### src/rtl/inst_prefetch_queue_pkg.sv
// Shared defaults, NOP encoding and FSM state encoding for the instruction prefetch queue.
package inst_prefetch_queue_pkg;

  localparam int unsigned DEPTH_DEF  = 4;
  localparam int unsigned ADDR_W_DEF = 32;
  localparam int unsigned DATA_W_DEF = 16;

  localparam logic [31:0] RESET_PC_DEF = 32'h0000_0000;
  localparam logic [15:0] NOP          = 16'h0000;

  typedef enum logic [1:0] {
    IDLE    = 2'd0,
    REQ     = 2'd1,
    WAIT    = 2'd2,
    DISCARD = 2'd3
  } pq_state_e;

endpackage

### src/rtl/inst_prefetch_queue_fifo.sv
// pq_fifo: small synchronous FIFO of {pc, instruction} entries with flush and occupancy count.
module pq_fifo
  import inst_prefetch_queue_pkg::*;
#(
  parameter int unsigned DEPTH = DEPTH_DEF,
  parameter int unsigned WIDTH = ADDR_W_DEF + DATA_W_DEF
) (
  input  logic                       clk,
  input  logic                       rst,
  input  logic                       flush,
  input  logic                       push,
  input  logic                       pop,
  input  logic [WIDTH-1:0]           wdata,
  output logic [WIDTH-1:0]           rdata,
  output logic [$clog2(DEPTH+1)-1:0] count,
  output logic                       empty
);

  localparam int unsigned PTR_W = $clog2(DEPTH);
  localparam int unsigned CNT_W = $clog2(DEPTH+1);

  logic [WIDTH-1:0] mem [DEPTH];
  logic [PTR_W-1:0] wr_ptr;
  logic [PTR_W-1:0] rd_ptr;

  // Pointers and count; flush wins over push/pop
  always_ff @(posedge clk) begin
    if (rst || flush) begin
      wr_ptr <= '0;
      rd_ptr <= '0;
      count  <= '0;
    end else begin
      if (push) wr_ptr <= wr_ptr + PTR_W'(1);
      if (pop)  rd_ptr <= rd_ptr + PTR_W'(1);
      if (push && !pop)      count <= count + CNT_W'(1);
      else if (pop && !push) count <= count - CNT_W'(1);
    end
  end

  always_ff @(posedge clk) begin
    if (!rst && !flush && push) mem[wr_ptr] <= wdata;
  end

  assign rdata = mem[rd_ptr];
  assign empty = (count == '0);

endmodule

### src/rtl/inst_prefetch_queue.sv
// Instruction prefetch queue: one-outstanding imem fetcher feeding a PC-tagged FIFO.
// Optional INST_PREFETCH_BYPASS_EN forwards a response straight to the outputs when the queue is empty.
module inst_prefetch_queue
  import inst_prefetch_queue_pkg::*;
#(
  parameter int unsigned       DEPTH    = DEPTH_DEF,
  parameter int unsigned       ADDR_W   = ADDR_W_DEF,
  parameter int unsigned       DATA_W   = DATA_W_DEF,
  parameter logic [ADDR_W-1:0] RESET_PC = ADDR_W'(RESET_PC_DEF)
) (
  input  logic                       Clk,
  input  logic                       Rst,
  output logic                       imem_req,
  output logic [ADDR_W-1:0]          imem_addr,
  input  logic                       imem_gnt,
  input  logic                       imem_valid,
  input  logic [DATA_W-1:0]          imem_data,
  input  logic                       redirect,
  input  logic [ADDR_W-1:0]          redirect_addr,
  input  logic                       stall,
  output logic [DATA_W-1:0]          instr,
  output logic [ADDR_W-1:0]          instr_pc,
  output logic                       instr_valid,
  output logic [$clog2(DEPTH+1)-1:0] count
);

  localparam int unsigned CNT_W = $clog2(DEPTH+1);
  localparam int unsigned ENT_W = ADDR_W + DATA_W;

  pq_state_e         state, state_nxt;
  logic [ADDR_W-1:0] fetch_pc, fetch_pc_nxt;
  logic [ADDR_W-1:0] req_pc, req_pc_nxt;
  logic              resp;
  logic              push;
  logic              fifo_pop;
  logic              fifo_empty;
  logic [ENT_W-1:0]  head;
  logic [DATA_W-1:0] head_data;
  logic [ADDR_W-1:0] head_pc;

  // State, fetch PC and request strobe registers
  always_ff @(posedge Clk) begin
    if (Rst) begin
      state    <= IDLE;
      fetch_pc <= RESET_PC;
      req_pc   <= RESET_PC;
      imem_req <= 1'b0;
    end else begin
      state    <= state_nxt;
      fetch_pc <= fetch_pc_nxt;
      req_pc   <= req_pc_nxt;
      imem_req <= (state_nxt == REQ);
    end
  end

  // Next-state: request only when the response is guaranteed a slot
  always_comb begin
    state_nxt    = state;
    fetch_pc_nxt = fetch_pc;
    req_pc_nxt   = req_pc;
    case (state)
      IDLE:    if (count < CNT_W'(DEPTH)) state_nxt = REQ;
      REQ: begin
        if (imem_gnt) begin
          state_nxt    = WAIT;
          req_pc_nxt   = fetch_pc;
          fetch_pc_nxt = fetch_pc + ADDR_W'(1);
        end
      end
      WAIT:    if (imem_valid) state_nxt = IDLE;
      DISCARD: if (imem_valid) state_nxt = IDLE;
      default: state_nxt = IDLE;
    endcase
    if (redirect) begin
      fetch_pc_nxt = redirect_addr;
      case (state)
        REQ:     state_nxt = imem_gnt ? DISCARD : IDLE;
        WAIT:    state_nxt = imem_valid ? IDLE : DISCARD;
        DISCARD: state_nxt = imem_valid ? IDLE : DISCARD;
        default: state_nxt = IDLE;
      endcase
    end
  end

  assign imem_addr = fetch_pc;
  assign resp      = (state == WAIT) && imem_valid && !redirect;
  assign fifo_pop  = !fifo_empty && !stall;
  assign head_pc   = head[ENT_W-1:DATA_W];
  assign head_data = head[DATA_W-1:0];

`ifdef INST_PREFETCH_BYPASS_EN
  logic bypass_hit;

  // An unstalled response into an empty queue is consumed directly
  assign bypass_hit  = resp && fifo_empty;
  assign push        = resp && !(bypass_hit && !stall);
  assign instr_valid = !fifo_empty || bypass_hit;
  assign instr       = !fifo_empty ? head_data : (bypass_hit ? imem_data : DATA_W'(NOP));
  assign instr_pc    = !fifo_empty ? head_pc   : (bypass_hit ? req_pc    : '0);
`else
  assign push        = resp;
  assign instr_valid = !fifo_empty;
  assign instr       = fifo_empty ? DATA_W'(NOP) : head_data;
  assign instr_pc    = fifo_empty ? '0 : head_pc;
`endif

  pq_fifo #(
    .DEPTH (DEPTH),
    .WIDTH (ENT_W)
  ) u_fifo (
    .clk   (Clk),
    .rst   (Rst),
    .flush (redirect),
    .push  (push),
    .pop   (fifo_pop),
    .wdata ({req_pc, imem_data}),
    .rdata (head),
    .count (count),
    .empty (fifo_empty)
  );

endmodule

### config.mk
export PLATFORM = sky130hd
export DESIGN_NAME = inst_prefetch_queue
export DESIGN_NICKNAME = d
export VERILOG_FILES = /design/src/rtl/inst_prefetch_queue_pkg.sv /design/src/rtl/inst_prefetch_queue_fifo.sv /design/src/rtl/inst_prefetch_queue.sv
export SDC_FILE = /design/constraint.sdc
export NUM_CORES = 1
export LEC_CHECK = 0
export ABC_AREA = 0
export BUFFER_PORTS_ARGS = -buffer_cell sky130_fd_sc_hd__buf_2
export CORE_MARGIN = 2
export CORE_UTILIZATION = 50
export CTS_CLUSTER_SIZE = 10
export DETAILED_ROUTE_END_ITERATION = 12
export PLACE_DENSITY = 0.68
export SYNTH_ARGS = -nofsm -noshare
export SYNTH_HDL_FRONTEND = slang
export SYNTH_SLANG_ARGS = --single-unit
### constraint.sdc
create_clock -name Clk -period 4.2 [get_ports Clk]
set_input_delay 0.84 -clock Clk [delete_from_list [all_inputs] [get_ports Clk]]
set_output_delay 0.84 -clock Clk [all_outputs]
set_load 0.005 [all_outputs]
==> summary.md, run 1 <==
| Metric | Value |
|---|---|
| Sequential share of the synthesized area | `67.8%` |
| Multi-input gate area | `0.00323 mm²` |
| Largest area contributor in the netlist | `edfxtp_1` |
| Die Ht | `151 µm` |
| Synth cell types | `between 40 and 50` |
| Fmax | `301 MHz` |
| Most common cell in the netlist | `edfxtp_1` |
| Post-CTS setup buffer count | `0` |
| Overall Power | `~5.4 mW` |
| Post-synthesis cell count | `between 700 and 800` |
| Internal power | `4.31 mW` |
| Warnings from Yosys | `0` |
| Status | `finished, final reports clean` |
| Final core utilization | `between 50% and 60%` |
| P_leak | `4.30 nW` |
| # port buffers | `138` |
| Peak supply drop | `267 µV` |
| Total number of vias | `6647` |
| Syn Area/Cell | `14.6 µm²` |
| Worst Skew | `0.00693 ns` |
| Fin. Hold Viols | `0` |
| Final Critical Period | `3.32 ns` |
| Cells on Worst Hold Path | `2` |
| Register Area | `approximately 0.0073 mm²` |
| DR vias/cell | `5.66` |
| Final setup TNS | `0 ns` |
| CTS HTree Levels | `1` |
| DP Wirelength | `15100 µm` |
| Antenna cells | `0` |
| Final slew viol count | `0` |
| DIE AREA | `0.0227 mm²` |
| Nets@finish | `approximately 940` |
| Die Width | `151 µm` |
| Number of core rows | `53` |
| Post-route insts no fill | `between 1k and 1.5k` |
| Psw | `1.10 mW` |
| GRT Total Usage | `20.2%` |
| Initial core utilization | `between 50% and 60%` |
| Final wirelength | `22900 µm` |
| Post-synthesis async set-or-reset flop share | `0%` |
| DR DRC count | `0` |
| Vias in the first global route | `6671` |
| Fin crit share | `79.0%` |
| Largest net degree at the start of global routing | `49` |
| Crit. End Element | `output port` |
| Synth top area share | `53.7%` |
| #FFs+latches synth | `between 200 and 300` |
| Max Buffers Root-to-Sink | `3` |
| Pwr dens | `roughly 430 mW/mm²` |
| Worst r2r src | `imem_addr[2]$_SDFFE_PP0P_` |
| Clk root buf | `clkbuf_16` |
| Clk sinks | `268` |
| DR iter-0 viols | `364` |
| CP required | `about 3.4 ns` |
| Routed len/inst | `19.5 µm` |
| Max cap viols | `0` |
| CTS tree | `yes` |
| First-pass GRT wire length | `35700 µm` |
| Net Count, Synth | `about 800` |
| Post-synth EDFFs | `192` |
| Post-CTS Hold Buffers | `0` |
| Remaining Overflow, GRT | `0` |
| Critical path class | `reg -> out` |
| Mapped cell area | `0.0107 mm²` |
| RSZ-0062 raised after global routing | `no` |
| Startpoint types | `flip-flop` |
| Hold_sp | `u_fifo.rd_ptr[0]$_SDFFE_PP0P_` |
| Worst r2r path cells | `4` |
| Top FF cell, synth | `edfxtp_1` |
| Inst Count DP | `1119` |
| Final setup vio count | `0` |
| Worst Tran Pin Value | `1.07 ns` |
| CP max FO | `48` |
| Post_cts resized | `0` |
| Clock power frac | `42.6%` |
| CP arrival | `2.48 ns` |
| Synthesis-to-finish area growth | `17.3%` |
| Detail Route Antenna Nets | `0` |
| Fillers | `1653` |
| Initial antenna violation count | `0` |
| Core Area | `~0.021 mm²` |
| Sequential fraction of design power | `between 50% and 60%` |
| Pre-antenna DRT Iters | `4` |
| Switching part of the total | `20.4%` |
| Top post-synthesis cells by count | `192 x edfxtp_1, 80 x nand2_1, 76 x dfxtp_1, 53 x nor2b_1, 48 x mux4_2` |
| Layout cells sized above 1 | `27.5%` |
| Placer Congestion | `0.828` |
| Clock buffer count from CTS | `30` |
| Top post-synthesis cells by area | `edfxtp_1 54%, dfxtp_1 14%, mux4_2 10%` |
| Clock slew at reported path FFs | `about 0.050 ns` |
| Combinational Power Share | `3.7%` |
| Max_slew headroom | `27.7%` |
| Path category of the worst min-delay check | `reg -> reg` |
| Clk_lat worst skew | `0.53 ns` |
| I/O pin count | `139` |
[metal layers]
metal	global-route usage (%)	up-vias	routed length, µm
li1	-	3092	-
met1	28.8	3278	9980
met2	33.1	253	11000
met3	3.42	24	1650
met4	4.49	0	260
met5	0	-	0
[registers in the layout (all words and copies together), names as in the netlist, named ones only]
| register | flops |
|---|---|
| u_fifo.rd_ptr | 2 |
| imem_addr | 32 |
| u_fifo.mem | 192 |
| req_pc | 32 |
| u_fifo.wr_ptr | 2 |
| u_fifo.count | 3 |
| state | 2 |
| imem_req | 1 |
[area by class of cell]
| type | count | share of cell area [%] |
|---|---|---|
| clock buffer | 55 | 6.87 |
| inverter | 13 | 0.387 |
| multi-input combinational | 408 | 25.6 |
| sequential | 268 | 57.9 |
| tap | 275 | 2.73 |
| timing repair buffer | 155 | 6.49 |
[worst max-delay path, stage by stage (launching register included)]
cell and delay, ns:
dfxtp_4 0.98, mux4_2 0.60, nor2b_1 0.18, buf_2 0.15
[power groups by stage]
stage,Combinational (mW),Sequential [mW],Clock (mW)
after floorplan,0.109,2.94,0
after global placement,0.197,2.96,0
after detailed placement,0.204,2.96,0
after CTS,0.205,2.91,2.34
after global routing,0.226,2.91,2.44
final,0.203,2.91,2.31
[cells by family after synthesis]
group,Yosys count,synth area share (%)
flip-flops,268,67.8
buffers and inverters,60,2.19
multiplexers,49,10.2
AO/OA/AOI/OAI,97,6.07
AND/OR/NAND/NOR,242,11.8
XOR/XNOR,13,1.06
adder cells (fa/ha/maj),7,0.885
[metrics by stage]
step / instance area [µm²] / hold WS [ns] / setup slack, ns
floorplan: 10700 / 0.458 / 0.951
global placement: 11700 / 0.461 / 1.09
detailed placement: 11700 / 0.483 / 1.04
CTS: 12600 / 0.492 / 0.795
global route: 12600 / 0.515 / 0.706
finish: 12600 / 0.486 / 0.883
[placed cells by master, fill, tap and decap left out, types with 2 or more instances in the layout]
cell,Yosys,routed
buf_2,2,138
nor3b_1,2,2
nor4bb_1,2,2
o31ai_1,9,9
nand2b_1,2,2
inv_1,13,13
o21ai_0,7,7
a21oi_1,40,40
mux4_2,48,48
or3_1,9,9
xor2_1,4,4
clkbuf_16,0,31
or4_1,11,11
nand4b_1,2,2
or2_2,4,4
nand4_1,8,8
ha_1,6,6
and2_2,0,4
nor4_1,9,9
a311oi_1,16,16
buf_4,0,17
and4_1,2,2
nor2b_1,53,53
a211oi_1,10,10
nor3_1,6,5
a31oi_1,2,2
nor2_1,34,34
nand3_1,7,7
xnor2_1,9,9
nand2_1,80,80
edfxtp_1,192,192
dfxtp_1,76,74
clkbuf_1,31,24
o31a_1,3,3
o41a_1,3,3
nand3b_1,2,2
[worst paths after layout]
kind / slack (ns) / endpoint
setup / recovery: 0.88 / instr_pc[8]
hold / removal: 0.49 / flip-flop
setup reg to reg: 1.55 / imem_addr[29]$_SDFFE_PP0P_
hold reg to reg: 0.49 / flip-flop
Power figures use the tool's default switching activity.
==> run 2, diff against run 1 <==
--- a/config.mk
+++ b/config.mk
@@ -11,7 +11,7 @@
 export CORE_UTILIZATION = 50
 export CTS_CLUSTER_SIZE = 10
 export DETAILED_ROUTE_END_ITERATION = 12
-export PLACE_DENSITY = 0.68
+export PLACE_DENSITY = 0.7
 export SYNTH_ARGS = -nofsm -noshare
 export SYNTH_HDL_FRONTEND = slang
 export SYNTH_SLANG_ARGS = --single-unit
==> constraint.sdc (replaced) <==
create_clock -name Clk -period 2.9 [get_ports Clk]
set_input_delay 0.58 -clock Clk [delete_from_list [all_inputs] [get_ports Clk]]
set_output_delay 0.58 -clock Clk [all_outputs]
set_load 0.005 [all_outputs]
==> run 2 against run 1 <==
Net effect: flip-flop and latch count unchanged; sequential power increased by 45%; global-route usage decreased by 0.92 points; via count fell by 2.7%; critical path type unchanged.
==> summary.md, run 2 (synthesized netlist as in run 1, its figures left out) <==
| Metric | Value |
|---|---|
| Cells on Worst Hold Path | `1 (-1)` |
| Antenna cells | `0 (unchanged)` |
| Pwr dens | `614 mW/mm² (+43%)` |
| Multi-input gate area | `0.00323 mm² (unchanged)` |
| Register bank with the most flops | `u_fifo.mem` |
| Total number of vias | `6466 (-2.7%)` |
| Post-CTS Hold Buffers | `0 (unchanged)` |
| Worst r2r path cells | `4 (unchanged)` |
| Gr busiest metal | `met2` |
| Post-CTS setup buffer count | `0 (unchanged)` |
| Max cap viols | `0 (unchanged)` |
| Post-route insts no fill | `1183 (+0.77%)` |
| CTS tree | `yes` |
| Initial core utilization | `50.9% (unchanged)` |
| # port buffers | `138 (unchanged)` |
| Clk sinks | `268 (unchanged)` |
| RSZ-0062 raised after global routing | `no` |
| DIE AREA | `0.0227 mm² (unchanged)` |
| CP max FO | `17 (-65%)` |
| Clk root buf | `clkbuf_16` |
| Worst Tran Pin Value | `0.697 ns (-0.378 ns)` |
| Max_slew headroom | `53.6% (+26 points)` |
| DR vias/cell | `5.47 (-3.5%)` |
| GRT Total Usage | `19.3% (-0.92 points)` |
| CP required | `2.32 ns (-1.04 ns)` |
| Most common cell after layout, fill and taps aside | `edfxtp_1` |
| Met3 usage | `3.21% (-0.21 points)` |
| Worst r2r src | `imem_addr[2]$_SDFFE_PP0P_` |
| Routed len/inst | `18.2 µm (-6.3%)` |
| Final Critical Period | `2.76 ns` |
| Overall Power | `7.83 mW (+45%)` |
| Path category of the worst min-delay check | `in -> reg` |
| Initial antenna violation count | `0 (unchanged)` |
| Worst path depth | `4 (+1)` |
| Remaining Overflow, GRT | `0 (unchanged)` |
| GRT met2 Usage | `29.8% (-3.3 points)` |
| Final wirelength | `21600 µm (-5.6%)` |
| Crit. End Element | `output port` |
| First-pass GRT wire length | `33800 µm (-5.4%)` |
| CP delay by family, top | `flip-flops` |
| DP Wirelength | `14300 µm (-5.1%)` |
| Critical path class | `reg -> out` |
| P_leak | `4.37 nW (+1.6%)` |
| CP cell instances | `buf_12 -> mux4_2 -> nor2b_1 -> buf_2` |
| DR DRC count | `0 (unchanged)` |
| Layout cells sized above 1 | `28.2% (+0.72 points)` |
| WP buf/inv | `2 (+1)` |
| Final setup vio count | `0 (unchanged)` |
| Core Area | `0.0211 mm² (unchanged)` |
| Placer Congestion | `0.844 (+1.9%)` |
| Detail Route Antenna Nets | `0 (unchanged)` |
| Die Width | `151 µm (unchanged)` |
| Final setup TNS | `0 ns (unchanged)` |
| Clock buffer count from CTS | `30 (unchanged)` |
| Fmax | `363 MHz` |
| Final core utilization | `60.5% (+0.74 points)` |
| Inst Count DP | `1128 (+0.80%)` |
| Peak supply drop | `450 µV (+69%)` |
| Startpoint types | `flip-flop` |
| Worst Skew | `0.0146 ns (+0.00766 ns)` |
| Hold_sp | `imem_data[9]` |
| Hold EP | `u_fifo.mem[3][9]$_DFFE_PP_` |
| Post_cts resized | `0 (unchanged)` |
| Clk_lat worst skew | `0.53 ns (about the same)` |
| Final slew viol count | `0 (unchanged)` |
| Worst path slowest cell | `dfxtp_4` |
| I/O pin count | `139 (unchanged)` |
| Met1 Track Usage GR | `29.0% (+0.14 points)` |
| Nets@finish | `946 (+0.96%)` |
| R2r setup slk | `0.28 ns (-1.27 ns)` |
| FF-to-FF End | `imem_addr[21]$_SDFFE_PP0P_` |
| DR iter-0 viols | `420 (+15%)` |
| Clock slew at reported path FFs | `0.05 ns (about the same)` |
| Number of core rows | `53 (unchanged)` |
| CTS HTree Levels | `1 (unchanged)` |
| Fillers | `1668 (+0.91%)` |
| Commonest cells after routing, fill and taps aside | `192 x edfxtp_1, 138 x buf_2, 80 x nand2_1` |
| Largest net degree at the start of global routing | `52 (+6.1%)` |
| Fin. Hold Viols | `0 (unchanged)` |
| Crit-path max cell delay | `0.56 ns (-0.42 ns)` |
| Vias in the first global route | `6269 (-6.0%)` |
| Fin crit share | `95.1%` |
| Status | `finished, final reports clean` |
| Pre-antenna DRT Iters | `4 (unchanged)` |
| Register Area | `0.00729 mm² (unchanged)` |
| CP arrival | `2.18 ns (-0.30 ns)` |
| Max reg flops | `192 (unchanged)` |
| Max Buffers Root-to-Sink | `3 (unchanged)` |
| Die Ht | `151 µm (unchanged)` |
| Synthesis-to-finish area growth | `18.7%` |
-- run 2: cell count changes in the layout (fill, tap and decap cells not counted), sizes merged --
cell | before | now
buf | 155 | 164
-- run 2: final cells by class --
type | count | area share [%]
clock buffers | 55 | 6.79
inverters | 13 | 0.383
multi-input cells | 408 | 25.3
flip-flops and latches | 268 | 57.2
well taps | 275 | 2.70
repair buffers | 164 | 7.63
-- run 2: worst max-delay path by stage --
stage	to	slack, ns
floorplan	u_fifo.mem[0][0]$_DFFE_PP_	0.43
global placement	imem_addr[29]$_SDFFE_PP0P_	0.39
detailed placement	imem_addr[23]$_SDFFE_PP0P_	0.32
CTS	instr_pc[13]	0.07
global route	instr_pc[11]	0.02
finish	instr_pc[13]	0.14
-- run 2: metrics by stage --
step / hold WS [ns] / setup slack, ns / instance area, µm²
floorplan: 0.458 / 0.427 / 10700
global placement: 0.467 / 0.387 / 11900
detailed placement: 0.481 / 0.321 / 11900
CTS: 0.236 / 0.0735 / 12800
global route: 0.248 / 0.0176 / 12800
finish: 0.257 / 0.143 / 12800
-- run 2: where the power goes --
part / leakage [nW] / internal [mW] / switching, mW
logic: 1.58 / 0.137 / 0.162
registers: 2.37 / 4.13 / 0.0765
clock network: 0.410 / 1.98 / 1.34
total: 4.37 / 6.25 / 1.58
-- run 2: per-layer routing --
metal  part of all wire (%)  wire length, µm
met4                    1.4              293
met2                     46             9970
met3                    6.7             1450
met1                     46             9880
met5                      0                0
